**src/rtl/sd_data_tx.sv**
```systemverilog
// SD DAT0 block serializer: start bit, DATA_STRING payload bytes MSB-first,
// CRC16 (poly 0x1021, init 0) and end bit. Payload is pulled with Byte_Req.
module sd_data_tx #(
  parameter int DATA_STRING = 512
) (
  input  logic        clk,
  input  logic        rst_n,
  input  logic        Start,
  input  logic        Abort,
  output logic        Byte_Req,
  input  logic [7:0]  Byte_Data,
  output logic        DAT_Out,
  output logic        DAT_OE,
  output logic        Busy,
  output logic        Done,
  output logic [15:0] CRC,
  output logic [2:0]  dbg_state
);

  typedef enum logic [2:0] {
    S_IDLE  = 3'd0,
    S_FETCH = 3'd1,
    S_START = 3'd2,
    S_DATA  = 3'd3,
    S_CRC   = 3'd4,
    S_END   = 3'd5
  } state_t;

  localparam int CW = $clog2(DATA_STRING) + 1;
  localparam logic [CW-1:0] LAST_BYTE = CW'(DATA_STRING - 1);

  state_t        state;
  logic [6:0]    shreg;     // bits still to send of the current byte
  logic [2:0]    bit_idx;
  logic [CW-1:0] byte_cnt;
  logic [14:0]   crc_sh;    // bits still to send of the final CRC
  logic [3:0]    crc_cnt;
  logic          fb;
  logic [15:0]   crc_next;

  // DAT_Out carries the bit on the wire this cycle, so it feeds the CRC.
  always_comb begin
    fb       = DAT_Out ^ CRC[15];
    crc_next = {CRC[14:0], 1'b0} ^ (fb ? 16'h1021 : 16'h0000);
  end

  assign dbg_state = state;

  always_ff @(posedge clk or negedge rst_n) begin
    if (!rst_n) begin
      state    <= S_IDLE;
      shreg    <= '0;
      bit_idx  <= '0;
      byte_cnt <= '0;
      crc_sh   <= '0;
      crc_cnt  <= '0;
      CRC      <= 16'h0000;
      Byte_Req <= 1'b0;
      DAT_Out  <= 1'b1;
      DAT_OE   <= 1'b0;
      Busy     <= 1'b0;
      Done     <= 1'b0;
    end else begin
      Byte_Req <= 1'b0;
      Done     <= 1'b0;
      if (state != S_IDLE && Abort) begin
        state   <= S_IDLE;
        DAT_OE  <= 1'b0;
        DAT_Out <= 1'b1;
        Busy    <= 1'b0;
      end else begin
        case (state)
          S_IDLE: begin
            if (Start) begin
              state    <= S_FETCH;
              CRC      <= 16'h0000;
              byte_cnt <= '0;
              Byte_Req <= 1'b1;
              DAT_OE   <= 1'b1;
              DAT_Out  <= 1'b1;
              Busy     <= 1'b1;
            end
          end
          S_FETCH: begin
            state   <= S_START;
            DAT_Out <= 1'b0;
          end
          S_START: begin
            state   <= S_DATA;
            shreg   <= Byte_Data[6:0];
            DAT_Out <= Byte_Data[7];
            bit_idx <= 3'd0;
          end
          S_DATA: begin
            CRC     <= crc_next;
            bit_idx <= bit_idx + 3'd1;
            // Request lands in bit 6 so the byte is held during bit 7.
            if (bit_idx == 3'd5 && byte_cnt != LAST_BYTE) Byte_Req <= 1'b1;
            if (bit_idx == 3'd7) begin
              if (byte_cnt == LAST_BYTE) begin
                state   <= S_CRC;
                crc_sh  <= crc_next[14:0];
                DAT_Out <= crc_next[15];
                crc_cnt <= 4'd0;
              end else begin
                byte_cnt <= byte_cnt + 1'b1;
                shreg    <= Byte_Data[6:0];
                DAT_Out  <= Byte_Data[7];
              end
            end else begin
              shreg   <= {shreg[5:0], 1'b0};
              DAT_Out <= shreg[6];
            end
          end
          S_CRC: begin
            crc_cnt <= crc_cnt + 4'd1;
            if (crc_cnt == 4'd15) begin
              state   <= S_END;
              DAT_Out <= 1'b1;
            end else begin
              crc_sh  <= {crc_sh[13:0], 1'b0};
              DAT_Out <= crc_sh[14];
            end
          end
          S_END: begin
            state   <= S_IDLE;
            Done    <= 1'b1;
            Busy    <= 1'b0;
            DAT_OE  <= 1'b0;
            DAT_Out <= 1'b1;
          end
          default: state <= S_IDLE;
        endcase
      end
    end
  end

endmodule

```
**config.mk**
```make
export PLATFORM = sky130hd
export DESIGN_NAME = sd_data_tx
export DESIGN_NICKNAME = d
export VERILOG_FILES = /design/src/rtl/sd_data_tx.sv
export SDC_FILE = /design/constraint.sdc
export NUM_CORES = 1
export LEC_CHECK = 0
export ABC_AREA = 1
export CORE_MARGIN = 2
export CORE_UTILIZATION = 55
export CTS_CLUSTER_SIZE = 25
export DETAILED_ROUTE_END_ITERATION = 8
export PLACE_DENSITY = 0.81
export SLEW_MARGIN = 20
export SYNTH_ARGS = -nofsm -noshare
export SYNTH_HDL_FRONTEND = slang
export SYNTH_SLANG_ARGS = --single-unit
export TNS_END_PERCENT = 5
```
**constraint.sdc**
```tcl
create_clock -name clk -period 3.6 [get_ports clk]
set_input_delay 1.08 -clock clk [delete_from_list [all_inputs] [get_ports clk]]
set_output_delay 1.08 -clock clk [all_outputs]
set_load 0.05 [all_outputs]
```
# After elaboration in Yosys (flattened, before gate mapping)
# Index checks and enable logic that the tools add are counted.
# W data, S select, Z words.
totals:
  inputBits: 12
  word_cells: 93
  reg_bits: 62
  out_inout_bits: 24
classes:
  bitwise_logic: 3
  eq_ne: 20
  n_mux: 38
  addsub: 3
  reduce_logical: 18
ops:
  columns: ["operator", "count"]
  rows:
  - ["$mux W15", 3]
  - ["$pmux W16 S2", 1]
  - ["$mux W10", 3]
  - ["$pmux W15 S2", 1]
  - ["$pmux W10 S2", 1]
  - ["$mux W16", 1]
  - ["$xor A16 B13 Y16", 1]
  - ["$mux W3", 5]
  - ["$ne A3 B3 Y1 const B", 5]
  - ["$pmux W3 S5", 1]
  - ["$mux W7", 2]
  - ["$pmux W7 S2", 1]
  - ["$mux W13", 1]
  - ["$eq A3 B3 Y1 const B", 4]
  - ["$mux W1", 11]
  - ["$add A10 B1 Y10 const B", 1]
  - ["$eq A10 B9 Y1 const B", 1]
  - ["$ne A10 B9 Y1 const B", 1]
  - ["$ne A2 B2 Y1 const B", 5]
  - ["$reduce_and A5 Y1", 2]
  - ["$mux W4", 2]
  - ["$pmux W4 S2", 1]
  - ["$reduce_and A4 Y1", 2]
  - ["$reduce_bool A7 Y1", 1]
  - ["16 further kinds", 25]

# Logic depth before layout (Yosys ltp)
# Gate-level depths: netlist of run 1.
logic_depth:
  ltp_word: 7
  mapped_depth: 11
  mapped_depth_nobuf: 10

# Least setup slack after synthesis of run 1
# Ideal clock, no wire load.
synth_timing:
  path_kind: "reg-to-output"
  from: "register Busy (netlist name)"
  to: "output port DAT_OE"
  path_buffers: 1
  arrival_time_ns: 0.904
  path_stages_with_launch: 2
  t_required_ns: 2.520
  slack_ns: 1.616
  cell_sequence: "dfrtp_1 > buf_4"
synth_rtl:
  columns: ["item", "line", "source"]
  rows:
  - ["end, declared", "13", "output logic DAT_OE,"]

# Worst setup path in the final report of run 1
layout_timing:
  from: "register state[2], in the netlist dbg_state[2]"
  to: "output port dbg_state[2]"
layout_rtl:
  columns: ["item", "line", "source"]
  rows:
  - ["start, declared", "32", "state_t state;"]
  - ["start signal, assigned", "51", "state <= S_IDLE;"]
  - ["start signal, assigned", "67", "state <= S_IDLE;"]
  - ["start signal, assigned", "75", "state <= S_FETCH;"]
  - ["end, declared", "17", "output logic [2:0] dbg_state"]
# No word-level cell between the ends.

==> results of run 1 <==
## per-stage QoR
step           std cells  setup slack [ns]  instance area, sq um  power, mW  utilization
3_5_place_dp         507             0.747                  3640       2.00        0.626
6_report             523             0.712                  3830       2.57        0.658
3_3_place_gp         507             0.838                  3640       1.96        0.626
2_1_floorplan        407              1.62                  3260       1.74            -
4_1_cts              523             0.691                  3830       2.59        0.658
5_1_grt              523             0.645                  3830       2.74        0.658
## cell usage in the layout (no fill, tap or decap), types with 5 or more instances in the layout
cell type	instances
clkdlybuf4s50_1	34
inv_1	56
o21ai_1	14
xor2_1	7
nor2_1	19
a21oi_1	5
o21ai_0	42
dfrtp_1	61
nand2_1	109
clkbuf_8	11
ha_1	5
nand3_1	39
nand2_2	5
## path summary, 6_finish.rpt
kind / startpoint / to / slack (ns) / cells past startpoint
setup / recovery: dbg_state[2] / dbg_state[2] / 0.71 / 1
hold / removal: shreg[3] / shreg[3] / 0.48 / 2
setup reg to reg: dbg_state[0] / crc_sh[4] / 1.28 / 7
hold reg to reg: shreg[3] / shreg[3] / 0.48 / 2
max in group asynchronous: rst_n / DAT_Out / 2.18 / 2
min in group asynchronous: rst_n / CRC[8] / 0.69 / 1
## kinds of logic after synthesis
| group | count (synthesis) |
|---|---|
| compound gates | 68 |
| fa+ha+maj | 5 |
| flops | 62 |
| mux | 5 |
| buf+inv | 72 |
| simple gates | 186 |
| xor+xnor | 9 |
## state kept, by name (all words and copies together), names as in the netlist
| signal | count |
|---|---|
| shreg | 7 |
| CRC | 16 |
| crc_sh | 15 |
| dbg_state | 3 |
| Byte_Req | 1 |
| byte_cnt | 10 |
| crc_cnt | 4 |
| DAT_Out | 1 |
| Done | 1 |
| bit_idx | 3 |
| Busy | 1 |
## layout make-up
class,instances,area [sq um]
fillers,506,1990
well taps,75,93.8
multi-input cells,273,1410
clock inverters,4,31.3
repair buffers,38,368
flip-flops and latches,62,1550
clock buffers,12,155
inverters,59,221
## report_power, final
| group | total [mW] | switching, mW | leakage (nW) | internal (mW) |
|---|---|---|---|---|
| clock | 0.572 | 0.284 | 0.0848 | 0.288 |
| combinational | 1.01 | 0.695 | 0.818 | 0.315 |
| sequential | 0.985 | 0.114 | 0.833 | 0.871 |
## metal layers
layer,part of all wire,track usage,wire length (um)
met5,0,0,0
met4,0.015,0.0949,103
met3,0.052,0.0644,349
met2,0.46,0.349,3090
met1,0.48,0.324,3210
## worst register-to-register path, cell delays in order, from the launching register on
cell and delay [ns]:
dfrtp_1 0.46, nor2_2 0.19, nand2_2 0.30, clkinv_1 0.30, nand2_1 0.13, a21oi_4 0.61
nand2_1 0.14, o21ai_1 0.11
==> impl_metrics.csv, run 1 <==
group,metric,value,unit
outcome,status,"complete, no violations",
setup_path,worstSetupEndpointType,"output port",
grt,grt_pass1_vias,2558,
routing,firstDrtPassIters,5,
grt,grtUsageTotal,0.234,
die,start_util,0.561,
die,die_width,81.0,um
power_and_ir_drop,powerDensity,670,nW/um^2
layout,layout-drive-gt1-share,0.0982,
yosys,synth.area.top_cells,"dfrtp_1, nand2_1, inv_1",
yosys,synth-compound-area-share,0.116,
routing,drc,0,
flow_run,cap_violations,0,
yosys,yosys_register_bits,62,
sta,slew_headroom,0.518,
sta,holdWs,0.476,ns
yosys,synth_flop_cell,"dfrtp_1",
setup_path,crit_fanout,8,
setup_path,crit_type,"flop to output port",
yosys,ys_seq_area_frac,0.476,
yosys,synthAdderAreaFrac,0.0192,
yosys,synthMuxAreaShare,0.0169,
grt,antenna_found_initial,0,
clock_tree,cts.sinks,62,
clock_tree,cts_tree,"done",
clock_tree,clk_latency,0.35,ns
setup_path,slowest_delay,0.88,ns
routing,wirelength,6750,um
yosys,syn_area,3260,sq um
clock_tree,post_cts_resized,0,
die,pin_count,36,
sta,period_needed,2.89,ns
clock_tree,root_buffer,"clkbuf_8",
yosys,syn_inst,407,
clock_tree,numCtsBuffers,9,
sta,rsz0062_at_grt,"false",
yosys,synth_common_cells,"nand2_1, dfrtp_1, inv_1",
layout,final_nets,460,
yosys,synth.most_common_cell,"nand2_1",
yosys,yosysTopAreaCellShare,0.468,
placement,place.gp.congestion,0.877,
clock_tree,postCtsHoldBufs,0,
setup_path,crit_path_top_delay_cell,"clkdlybuf4s50_1",
clock_tree,htree_levels,3,
yosys,async_flop_share,1.00,
routing,ant_nets,0,
yosys,syn_area_per_cell,8.02,sq um
sta,tightest_slew,0.721,ns
grt,grt_max_degree,33,
routing,vias_per_cell,5.32,
sta,fin_skew,0.0122,ns
clock_tree,postCtsSetupBuffers,0,
power_and_ir_drop,ir_worst_vdd,0.494,mV
die,rows,28,
sta,max_clock_freq,0.346,GHz
setup_path,crit_chain,"clkdlybuf4s50_1",
power_and_ir_drop,p_leak,1.74,nW
setup_path,crit_required,2.52,ns
setup_path,worst_path_dominant_cell_family,"buffers and inverters",
yosys,syn-num-nets,424,
clock_tree,clk_pin_slew_worst_paths,0.07,ns
setup_path,arrival,1.81,ns
sta,setup_viol,0,
die,dieHeight,81.0,um
routing,dr.first_iter.drc_count,241,
setup_path,critPathLaunchType,"flop",
yosys,synth_top_family_by_area,"simple AND/OR/NAND/NOR gates",
sta,period_share,0.802,
yosys,yosys_warnings,0,
yosys,synth_edf_count,0,
hold_path,hp-class,"flop to flop",
yosys,netlist.top_cell.by_area,"dfrtp_1",
die,die_area,6570,sq um
grt,grt_pass1_wl,11700,um
routing,avgRoutedWirePerCell,12.9,um
placement,io_buffers,35,
sta,finalHoldViolations,0,
setup_path,cp_num_buf_inv,1,
yosys,synth_simple_gate_area_share,0.255,
yosys,yosys.area_share.xor_xnor,0.0241,
layout,diodes,0,
placement,dp_hpwl,4620,um
routing,num_vias,2783,
layout,area_growth,17.3,%
sta,tns,0,ns
grt,overflow,0,
sta,maxSlewViolCount,0,
die,coreArea,5820,sq um
clock_tree,clock_path_buffers,2,
yosys,yosys.cell_types.count,35,
Note: power is estimated with default switching activity, not from simulation.
==> run 2, diff against run 1 <==
==> constraint.sdc (replaced) <==
create_clock -name clk -period 2.7 [get_ports clk]
set_input_delay 0.81 -clock clk [delete_from_list [all_inputs] [get_ports clk]]
set_output_delay 0.81 -clock clk [all_outputs]
set_load 0.05 [all_outputs]
==> run 2 against run 1 <==
Compared with the run above: cell count grew 0.57%; count of clock-buffer cells in the layout shrank 1; first-iteration DRC count shrank 14%; sequential power grew 33%; setup slack lost 0.53 ns; register-to-register slack lost 0.72 ns; power grew 44%; die area is the same; routed wire length grew 2.4%; critical path type unchanged; utilization grew 1.8 points; clock power grew 78%.
==> impl_metrics.csv, run 2 (synthesis gave the netlist of run 1 again) <==
group,metric,value,unit
outcome,status,"complete, no violations",
power_and_ir_drop,p_leak,1.79,nW
setup_path,crit_type,"flop to output port",
die,dieHeight,81.0,um
clock_tree,cts_tree,"done",
layout,reg_top3,"CRC: 16 flops, crc_sh: 15 flops, byte_cnt: 10 flops",
sta,maxSlewViolCount,0,
setup_path,r2r_end,"crc_sh[14]",
clock_tree,cts.sinks,62,
setup_path,cp_num_buf_inv,1,
setup_path,worstSetupEndpointType,"output port",
placement,io_buffers,35,
placement,dp_hpwl,4780,um
sta,fin_skew,0.0107,ns
setup_path,r2r_slack,0.56,ns
setup_path,crit_chain,"clkdlybuf4s50_1",
die,coreArea,5820,sq um
clock_tree,root_buffer,"clkbuf_8",
layout,top_register,"CRC",
sta,period_share,0.933,
layout,final_nets,463,
layout,diodes,0,
power_and_ir_drop,powerDensity,940,nW/um^2
hold_path,hp-class,"input port to asynchronous set/reset pin",
clock_tree,clk_pin_slew_worst_paths,0.07,ns
flow_run,cap_violations,0,
clock_tree,post_cts_resized,0,
clock_tree,postCtsSetupBuffers,0,
setup_path,r2r_start,"dbg_state[1]",
die,die_area,6570,sq um
setup_path,worst_path_dominant_cell_family,"buffers and inverters",
sta,tightest_slew,0.670,ns
routing,num_vias,2743,
setup_path,crit_fanout,3,
routing,ant_nets,0,
sta,slew_headroom,0.552,
setup_path,crit_path_top_delay_cell,"clkdlybuf4s50_1",
routing,wirelength,6910,um
grt,grtUsageTotal,0.237,
grt,grt_pass1_wl,11900,um
power_and_ir_drop,ir_worst_vdd,0.666,mV
setup_path,crit_required,1.89,ns
setup_path,arrival,1.71,ns
clock_tree,clk_latency,0.35,ns
sta,rsz0062_at_grt,"false",
grt,antenna_found_initial,0,
grt,grt_max_degree,43,
die,die_width,81.0,um
layout,fin_util,0.676,
routing,avgRoutedWirePerCell,13.1,um
layout,final_cell_mix,"nand2_1, dfrtp_1, inv_1",
setup_path,r2r_cells,8,
sta,setup_viol,0,
clock_tree,postCtsHoldBufs,0,
power_and_ir_drop,p_total,3.70,mW
clock_tree,clock_path_buffers,2,
grt,overflow,0,
clock_tree,numCtsBuffers,9,
sta,finalHoldViolations,0,
setup_path,critPathLaunchType,"flop",
sta,period_needed,2.52,ns
clock_tree,htree_levels,3,
layout,final_common_cell,"nand2_1",
layout,layout-drive-gt1-share,0.104,
layout,largest_reg_flops,16,
routing,vias_per_cell,5.21,
setup_path,slowest_delay,0.80,ns
placement,place.gp.congestion,0.874,
layout,area_growth,20.5,%
sta,max_clock_freq,0.397,GHz
layout,fill_cells,503,
die,rows,28,
grt,grt_pass1_vias,2618,
die,pin_count,36,
routing,dr.first_iter.drc_count,208,
die,start_util,0.561,
routing,firstDrtPassIters,4,
routing,drc,0,
-- run 2: cell count changes in the layout (fill, tap and decap cells not counted), sizes merged --
| cell | delta |
|---|---|
| buf | +3 |
| bufinv | +3 |
| clkinvlp | -2 |
| clkbuf | -1 |
-- run 2: power by group --
part           switching (mW)  internal, mW
Clock                   0.381         0.640
Sequential              0.152          1.16
Combinational           0.937         0.426
Total                    1.47          2.23
-- run 2: final cells by class --
class / count / area (sq um) / area share
tap: 75 / 93.8 / 0.0239
clock buffer: 11 / 141 / 0.0360
clock inverter: 5 / 106 / 0.0270
sequential: 62 / 1550 / 0.395
inverter: 59 / 221 / 0.0563
multi-input combinational: 273 / 1410 / 0.360
timing repair buffer: 41 / 403 / 0.102
-- run 2: stage by stage --
step	TNS, ns	cell area, sq um	instances	worst slack, ns	hold slack, ns
2_1_floorplan	0	3260	407	0.887	0.445
3_3_place_gp	0	3680	510	0.137	0.458
3_5_place_dp	-0.0195	3680	510	-0.0195	0.465
4_1_cts	0	3930	526	0.170	0.420
5_1_grt	0	3930	526	0.152	0.455
6_report	0	3930	526	0.181	0.414
-- run 2: worst max-delay path by stage --
stage,start,end,slack (ns),cells after the start
2_1_floorplan,dbg_state[1],shreg[5],0.89,9
3_3_place_gp,Abort,CRC[1],0.14,5
3_5_place_dp,Abort,CRC[8],-0.02,5
4_1_cts,DAT_Out,DAT_Out,0.17,1
5_1_grt,DAT_Out,DAT_Out,0.15,1
6_report,DAT_Out,DAT_Out,0.18,1
-- run 2: layer usage --
metal	part of all wire	global-route usage	up-vias
met4	0.017	0.102	0
li1	-	-	1376
met2	0.49	0.380	51
met5	0	0	-
met1	0.46	0.315	1306
met3	0.034	0.0444	10
